===== src/rtl/br_predict_unit.sv =====
// Branch resolution unit with a direct-mapped BTB and per-entry
// saturating direction counters; predicts in IF, resolves and trains in EX.
package br_pkg;
  localparam logic [2:0] BR_BEQ  = 3'd0;
  localparam logic [2:0] BR_BNE  = 3'd1;
  localparam logic [2:0] BR_JAL  = 3'd2;
  localparam logic [2:0] BR_JALR = 3'd3;
  localparam logic [2:0] BR_BLT  = 3'd4;
  localparam logic [2:0] BR_BGE  = 3'd5;
  localparam logic [2:0] BR_BLTU = 3'd6;
  localparam logic [2:0] BR_BGEU = 3'd7;
endpackage

module br_predict_unit
  import br_pkg::*;
#(
  parameter int XLEN     = 32,
  parameter int ENTRIES  = 16,
  parameter int CTR_BITS = 2,
  parameter int CNT_W    = 16
) (
  input  logic            clk,
  input  logic            rst,
  input  logic [XLEN-1:0] if_pc,
  output logic            pred_taken,
  output logic [XLEN-1:0] pred_target,
  input  logic            ex_valid,
  input  logic            ex_stall,
  input  logic [XLEN-1:0] ex_pc,
  input  logic [XLEN-1:0] ex_imm,
  input  logic            ex_branch_sig,
  input  logic [2:0]      ex_br_op,
  input  logic [XLEN-1:0] ex_alu_out,
  input  logic            ex_alu_lt,
  input  logic            ex_alu_ltu,
  input  logic            ex_pred_taken,
  input  logic [XLEN-1:0] ex_pred_target,
  output logic [XLEN-1:0] new_pc,
  output logic [XLEN-1:0] pc_plus4,
  output logic            redirect,
  output logic [XLEN-1:0] redirect_pc,
  output logic [CNT_W-1:0] mispred_cnt
);

  localparam int IDX_W = $clog2(ENTRIES);
  localparam int TAG_W = XLEN - IDX_W - 2;

  localparam logic [CTR_BITS-1:0] CTR_WT =
    CTR_BITS'(1 << (CTR_BITS - 1));
  localparam logic [CTR_BITS-1:0] CTR_WNT =
    CTR_BITS'((1 << (CTR_BITS - 1)) - 1);
  localparam logic [CTR_BITS-1:0] CTR_MAX = '1;

  logic              valid_q [ENTRIES];
  logic              valid_d [ENTRIES];
  logic [TAG_W-1:0]  tag_q   [ENTRIES];
  logic [TAG_W-1:0]  tag_d   [ENTRIES];
  logic [XLEN-1:0]   tgt_q   [ENTRIES];
  logic [XLEN-1:0]   tgt_d   [ENTRIES];
  logic              jmp_q   [ENTRIES];
  logic              jmp_d   [ENTRIES];
  logic [CTR_BITS-1:0] ctr_q [ENTRIES];
  logic [CTR_BITS-1:0] ctr_d [ENTRIES];

  logic              redirect_q;
  logic              redirect_d;
  logic [XLEN-1:0]   redirect_pc_q;
  logic [XLEN-1:0]   redirect_pc_d;
  logic [CNT_W-1:0]  cnt_q;
  logic [CNT_W-1:0]  cnt_d;

  logic [IDX_W-1:0]  r_idx;
  logic [TAG_W-1:0]  r_tag;
  logic              r_hit;

  logic [IDX_W-1:0]  w_idx;
  logic [TAG_W-1:0]  w_tag;
  logic              w_hit;

  logic              taken;
  logic              eff_taken;
  logic              is_cond;
  logic              is_jmp;
  logic [XLEN-1:0]   br_target;
  logic              train;
  logic              mispredict;

  // Fetch-side lookup: hit on valid entry with matching tag
  always_comb begin
    r_idx = if_pc[IDX_W+1:2];
    r_tag = if_pc[XLEN-1:IDX_W+2];
    r_hit = valid_q[r_idx] && (tag_q[r_idx] == r_tag);
    pred_taken = r_hit &&
      (jmp_q[r_idx] || ctr_q[r_idx][CTR_BITS-1]);
    pred_target = pred_taken ? tgt_q[r_idx]
                             : if_pc + XLEN'(4);
  end

  // Resolve branch direction and target for the EX instruction
  always_comb begin
    taken     = 1'b0;
    is_cond   = 1'b0;
    is_jmp    = 1'b0;
    br_target = ex_pc + ex_imm;
    case (ex_br_op)
      BR_BEQ: begin
        is_cond = 1'b1;
        taken   = (ex_alu_out == '0);
      end
      BR_BNE: begin
        is_cond = 1'b1;
        taken   = (ex_alu_out != '0);
      end
      BR_BLT: begin
        is_cond = 1'b1;
        taken   = ex_alu_lt;
      end
      BR_BGE: begin
        is_cond = 1'b1;
        taken   = !ex_alu_lt;
      end
      BR_BLTU: begin
        is_cond = 1'b1;
        taken   = ex_alu_ltu;
      end
      BR_BGEU: begin
        is_cond = 1'b1;
        taken   = !ex_alu_ltu;
      end
      BR_JAL: begin
        is_jmp    = 1'b1;
        taken     = 1'b1;
        br_target = ex_alu_out;
      end
      BR_JALR: begin
        is_jmp    = 1'b1;
        taken     = 1'b1;
        br_target = {ex_alu_out[XLEN-1:1], 1'b0};
      end
      default: begin
        taken = 1'b0;
      end
    endcase
    pc_plus4  = ex_pc + XLEN'(4);
    eff_taken = ex_branch_sig && taken;
    new_pc    = eff_taken ? br_target : pc_plus4;
  end

  // Next-state of the prediction tables on a trained branch
  always_comb begin
    valid_d = valid_q;
    tag_d   = tag_q;
    tgt_d   = tgt_q;
    jmp_d   = jmp_q;
    ctr_d   = ctr_q;
    w_idx   = ex_pc[IDX_W+1:2];
    w_tag   = ex_pc[XLEN-1:IDX_W+2];
    w_hit   = valid_q[w_idx] && (tag_q[w_idx] == w_tag);
    train   = ex_valid && !ex_stall && ex_branch_sig;
    if (train && is_cond) begin
      jmp_d[w_idx] = 1'b0;
      if (!w_hit) begin
        valid_d[w_idx] = 1'b1;
        tag_d[w_idx]   = w_tag;
        ctr_d[w_idx]   = taken ? CTR_WT : CTR_WNT;
      end else if (taken) begin
        if (ctr_q[w_idx] != CTR_MAX)
          ctr_d[w_idx] = ctr_q[w_idx] + CTR_BITS'(1);
      end else begin
        if (ctr_q[w_idx] != '0)
          ctr_d[w_idx] = ctr_q[w_idx] - CTR_BITS'(1);
      end
    end else if (train && is_jmp) begin
      valid_d[w_idx] = 1'b1;
      tag_d[w_idx]   = w_tag;
      jmp_d[w_idx]   = 1'b1;
    end
    if (train && taken)
      tgt_d[w_idx] = br_target;
  end

  // Mispredict detection and statistics next-state
  always_comb begin
    mispredict = ex_valid && !ex_stall &&
      ((ex_pred_taken != eff_taken) ||
       (ex_pred_taken && (ex_pred_target != new_pc)));
    redirect_d    = mispredict;
    redirect_pc_d = new_pc;
    cnt_d         = cnt_q;
    if (mispredict && (cnt_q != '1))
      cnt_d = cnt_q + CNT_W'(1);
  end

  // Resettable state: entry valid bits, counters, redirect, stats
  always_ff @(posedge clk or posedge rst) begin
    if (rst) begin
      for (int i = 0; i < ENTRIES; i++) begin
        valid_q[i] <= 1'b0;
        ctr_q[i]   <= CTR_WNT;
      end
      redirect_q    <= 1'b0;
      redirect_pc_q <= '0;
      cnt_q         <= '0;
    end else begin
      valid_q       <= valid_d;
      ctr_q         <= ctr_d;
      redirect_q    <= redirect_d;
      redirect_pc_q <= redirect_pc_d;
      cnt_q         <= cnt_d;
    end
  end

  // Entry payload needs no reset; it is qualified by valid
  always_ff @(posedge clk) begin
    tag_q <= tag_d;
    tgt_q <= tgt_d;
    jmp_q <= jmp_d;
  end

  assign redirect    = redirect_q;
  assign redirect_pc = redirect_pc_q;
  assign mispred_cnt = cnt_q;

endmodule


===== config.mk =====
export PLATFORM = sky130hd
export DESIGN_NAME = br_predict_unit
export DESIGN_NICKNAME = d
export VERILOG_FILES = /design/src/rtl/br_predict_unit.sv
export SDC_FILE = /design/constraint.sdc
export NUM_CORES = 2
export LEC_CHECK = 0
export ABC_AREA = 0
export CAP_MARGIN = 20
export CORE_ASPECT_RATIO = 1.25
export CORE_MARGIN = 2
export CORE_UTILIZATION = 57
export DETAILED_ROUTE_END_ITERATION = 10
export PLACE_DENSITY = 0.77
export SLEW_MARGIN = 10
export SYNTH_ARGS = -nofsm -noshare
export SYNTH_HDL_FRONTEND = slang
export SYNTH_SLANG_ARGS = --single-unit

===== constraint.sdc =====
create_clock -name clk -period 11 [get_ports clk]
set_input_delay 1.1 -clock clk [delete_from_list [all_inputs] [get_ports clk]]
set_output_delay 1.1 -clock clk [all_outputs]
set_load 0.05 [all_outputs]

# Yosys cells after proc, flatten, opt, wreduce, memory -nomap -nowiden
# Index checks and enable logic that the tools add are counted.
[classes]
add_sub_neg = 6
order_cmp = 3
n_eq_ne = 16
mux = 56
bitwise = 6
reduce_logical = 27
[op_table]
columns = ["cell", "count"]
rows = [
  ["$mux 416", 3],
  ["$bwmux 512", 1],
  ["$bwmux 416", 1],
  ["$mux 32", 9],
  ["$bmux 26 s4", 2],
  ["$mux 26", 5],
  ["$bmux 32 s4", 1],
  ["$demux 32 s4", 1],
  ["$demux 26 s4", 1],
  ["$bwmux 32", 3],
  ["$mux 16", 5],
  ["$add 32x3->32 const B", 2],
  ["$pmux 32 s2", 1],
  ["$eq 26x26->1", 2],
  ["$add 32x32->32", 1],
  ["$logic_not 32->1", 1],
  ["$ne 32x32->1", 1],
  ["$or 16x16->16", 2],
  ["$reduce_bool 32->1", 1],
  ["$add 16x1->16 const B", 1],
  ["$and 16x16->16", 1],
  ["$bmux 2 s4", 2],
  ["$ne 16x16->1 const B", 1],
  ["$not 16->16", 1],
  ["27 further kinds", 65],
]
[word_totals]
reg_bits = 1041
input_bits = 171

# Longest topological paths before layout
[logic_depth]
word_depth = 10
depth_mapped = 17
ltp_nobuf = 15

# Worst setup path after synthesis
# OpenSTA, ideal clock, no wires.
[synth_path]
path_type = "input to output"
from = "in if_pc[2]"
to = "out pred_target[5]"
t_arrival_ns = 4.849
t_required_ns = 9.900
path_slack_ns = 5.051
stages = 15
path_buffers = 3
cell_sequence = "clkbuf_1 > clkbuf_1 > buf_2 > mux4_2 > mux4_2 > xnor2_1 > nand4_1 > nor4_1 > nand2_1 > clkinv_1 > a21oi_1 > a311o_1 > o21ai_1 > nor2_1 > a21oi_1"
[synth_between]
elab_chain_len = 8
[synth_lines]
columns = ["element", "line_no", "rtl"]
rows = [
  ["start, declared", "24", "input logic [XLEN-1:0] if_pc,"],
  ["$not 4->5 (not written as such)", "92, 94, 95", ""],
  ["$bmux 26 s4", "92", "r_hit = valid_q[r_idx] && (tag_q[r_idx] == r_tag);"],
  ["$mux 26 (not written as such) (2 in a row)", "92", ""],
  ["$eq 26x26->1", "92", ""],
  ["$logic_and 1x1->1", "92", ""],
  ["$logic_and 1x1->1", "93", "pred_taken = r_hit &&"],
  ["$mux 32 (*)", "95", "pred_target = pred_taken ? tgt_q[r_idx]"],
  ["end, declared", "26", "output logic [XLEN-1:0] pred_target,"],
]
# Every way passes the cells marked *; elsewhere a longest branch is shown, timed or not. The select of a mux whose other input is x is not followed.

# Worst setup path after layout
# Ends and elaborated chain as after synthesis.

==> impl_metrics.env <==
export IMPL_status="finished, final reports clean"
export IMPL_dp_hpwl_um=97270
export IMPL_ctsResizeCount=0
export IMPL_fp_row_count=119
export IMPL_drtPass1Iterations=7
export IMPL_worst_slew_pin_slew_ns=1.188
export IMPL_drt_wl_total_um=154000
export IMPL_via_per_inst=7.119
export IMPL_crit_path_end_kind="output pin"
export IMPL_path_clk_slew_ns=0.06
export IMPL_layout_commonest_cell="edfxtp_1"
export IMPL_final_setup_skew_ns=0.05436
export IMPL_synth_fa_ha_area_frac=0.01042
export IMPL_setup_viol=0
export IMPL_cp_arrival_ns=6.79
export IMPL_pre_cts_ws_ns=3.132
export IMPL_h_tree_depth=3
export IMPL_grt_max_degree=91
export IMPL_synth_area_um2=48730
export IMPL_fin_nets=3364
export IMPL_register_area_um2=30790
export IMPL_maxCapViolCount=0
export IMPL_setup_ws_ns=3.112
export IMPL_synth_compound_area_share=0.03533
export IMPL_cts_buffers=98
export IMPL_slew_violations=0
export IMPL_grt_pass1_vias=30520
export IMPL_clk_latency_ns=0.71
export IMPL_rr_endpoint="tag_q[279]"
export IMPL_seq_area_frac_synth=0.6319
export IMPL_die_h_um=330.9
export IMPL_io_buffers=316
export IMPL_clock_root_buffer="clkbuf_16"
export IMPL_wl_met2_um=74130
export IMPL_grt_overflow=0
export IMPL_yosysTopAreaCell="edfxtp_1"
export IMPL_ant_nets=0
export IMPL_synth_xor_area_share=0.02986
export IMPL_cp_max_fo=87
export IMPL_period_share=0.7171
export IMPL_core_area_um2=84420
export IMPL_synth_simple_gate_area_frac=0.05969
export IMPL_total_power_mw=9.362
export IMPL_start_kind="input pin"
export IMPL_multi_input_area_um2=17270
export IMPL_slew_limit_headroom=0.2082
export IMPL_hold_class="flop to flop"
export IMPL_worstHoldStart="valid_q[6]"
export IMPL_synth_seq_cells=1041
export IMPL_rr_startpoint="tag_q[393]"
export IMPL_highest_layer="met5"
export IMPL_clk_path_buf_depth=3
export IMPL_synth_area_top_cells="edfxtp_1 58%, mux4_2 20%, dfrtp_1 4.2%, xnor2_1 2.0%, nor2_1 1.2%"
export IMPL_cts_setup_buffers=0
export IMPL_synth_edff_count=944
export IMPL_peakVddDrop_v=0.0001540
export IMPL_rsz0062_at_grt="no"
export IMPL_reg2reg_depth=8
export IMPL_yosysWarningCount=0
export IMPL_synth_top_family_by_area="multiplexers"
export IMPL_ys_flop_type="edfxtp_1"
export IMPL_synth_nets=3014
export IMPL_start_util=0.5772
export IMPL_synth_cell_types=83
export IMPL_cts_tree="done"
export IMPL_cts_sinks=1041
export IMPL_leakage_nw=18.65
export IMPL_grt_antenna_before_repair=10
export IMPL_grt_pass1_wl_um=217000
export IMPL_hold_path_end="valid_q[6]"
export IMPL_drive_gt1_frac=0.2535
export IMPL_synthArstFlopShare=0.09318
export IMPL_synth_top_area_frac=0.5817
export IMPL_hold_depth=1
export IMPL_p_per_area_nw_per_um2=164.8
export IMPL_finalHoldViolations=0
export IMPL_grt_use_total=0.3527
export IMPL_drcViolationCount=0
export IMPL_fmax_mhz=126.8
export IMPL_dr_first_iter_drc_count=4723
export IMPL_fin_crit_ns=7.888
export IMPL_crit_type="input pin to output pin"
export IMPL_final_cell_mix="944 x edfxtp_1, 437 x mux4_2, 308 x clkdlybuf4s50_1"
export IMPL_die_x_um=265.5
export IMPL_dr_total_vias=30810
export IMPL_fillers=5449
export IMPL_wl_per_cell_um=35.58
export IMPL_route_met3_wl_um=19010
export IMPL_syn_inst=2803
export IMPL_gp_congestion=0.9708
export IMPL_area_growth_pct=16.55
export IMPL_muxShareOfSynthArea=0.2153
export IMPL_dieArea_um2=87860
export IMPL_met1_length_um=52570
export IMPL_avgSynthCellArea_um2=17.39
export IMPL_cp_data_required_time_ns=9.90
export IMPL_r2r_slack_ns=5.82
export IMPL_holdBufCountCts=0
export IMPL_final_setup_tns_ns=0
export IMPL_ios=317
through the flow:
step                      std cells  cell area [um^2]  hold slack (ns)    util
after floorplan                2803             48730           0.4504       -
after CTS                      4315             56720           0.4997  0.6719
after global routing           4328             56800           0.5149  0.6728
after global placement         4134             53450           0.4714  0.6331
final                          4328             56800           0.4984  0.6728
after detailed placement       4137             53510           0.4806  0.6338
cells by family (layout without fill, tap and decap cells):
family,count (synthesis),count (layout)
compound gates,270,270
other cells,0,8
simple gates,587,587
flops,1041,1041
buf+inv,207,635
mux,496,496
xor+xnor,162,162
fa+ha+maj,40,40
layer usage:
| layer | vias to the layer above | track usage |
|---|---|---|
| li1 | 12130 | - |
| met1 | 15740 | 0.4590 |
| met2 | 2504 | 0.5640 |
| met3 | 438 | 0.08193 |
| met4 | 4 | 0.1808 |
| met5 | - | 0 |
worst max path at each step:
stage,from,end,slack (ns)
4_1_cts,if_pc[2],pred_target[5],3.12
5_1_grt,if_pc[2],pred_target[5],2.77
2_1_floorplan,if_pc[2],pred_target[5],5.05
3_3_place_gp,if_pc[2],pred_target[5],3.05
3_5_place_dp,if_pc[2],pred_target[5],3.13
6_report,if_pc[2],pred_target[5],3.11
report_power, final:
group	internal (mW)	switching, mW	total, mW
Sequential	4.48	0.0580	4.54
Clock	1.88	1.52	3.40
Combinational	0.520	0.903	1.42
cell usage after synthesis, drive strengths merged (23+ instances only):
cell and n:
edfxtp 944, mux4 437, nor2 159, nand2 145
xnor2 113, clkbuf 92, a21oi 88, dfrtp 81
buf 74, o21ai 66, mux2 48, nand3 48
nand4 48, xor2 47, nor3 41, inv 40
ha 39, or2 27, nor4 23
flip-flops by register name (all words and copies together), names as in the netlist, named ones only:
register / count
tgt_q: 512
mispred_cnt: 16
redirect: 1
redirect_pc: 32
tag_q: 416
valid_q: 16
ctr_q: 32
cell type report:
type                    instances  share of cell area
diodes                          8           0.0003525
clock buffers                 123             0.04578
clock inverters                55             0.01075
inverters                      41            0.002754
multi-input cells            1555              0.3040
flip-flops and latches       1041              0.5422
well taps                    1089             0.02399
repair buffers                416             0.07016
critical path, stage by stage:
cell and delay, ns:
buf_8 0.68, buf_12 0.60, mux4_2 0.61, mux4_2 0.48
xnor2_1 0.29, nand4b_1 0.14, nor4_1 0.44, nand2_2 0.14
buf_4 0.36, clkinv_1 0.16, a21oi_1 0.09, a311o_1 0.29
o21ai_1 0.09, nor2_1 0.06, a21oi_1 0.19, clkdlybuf4s50_1 0.83
No activity file was read; power rests on OpenSTA's default activity.
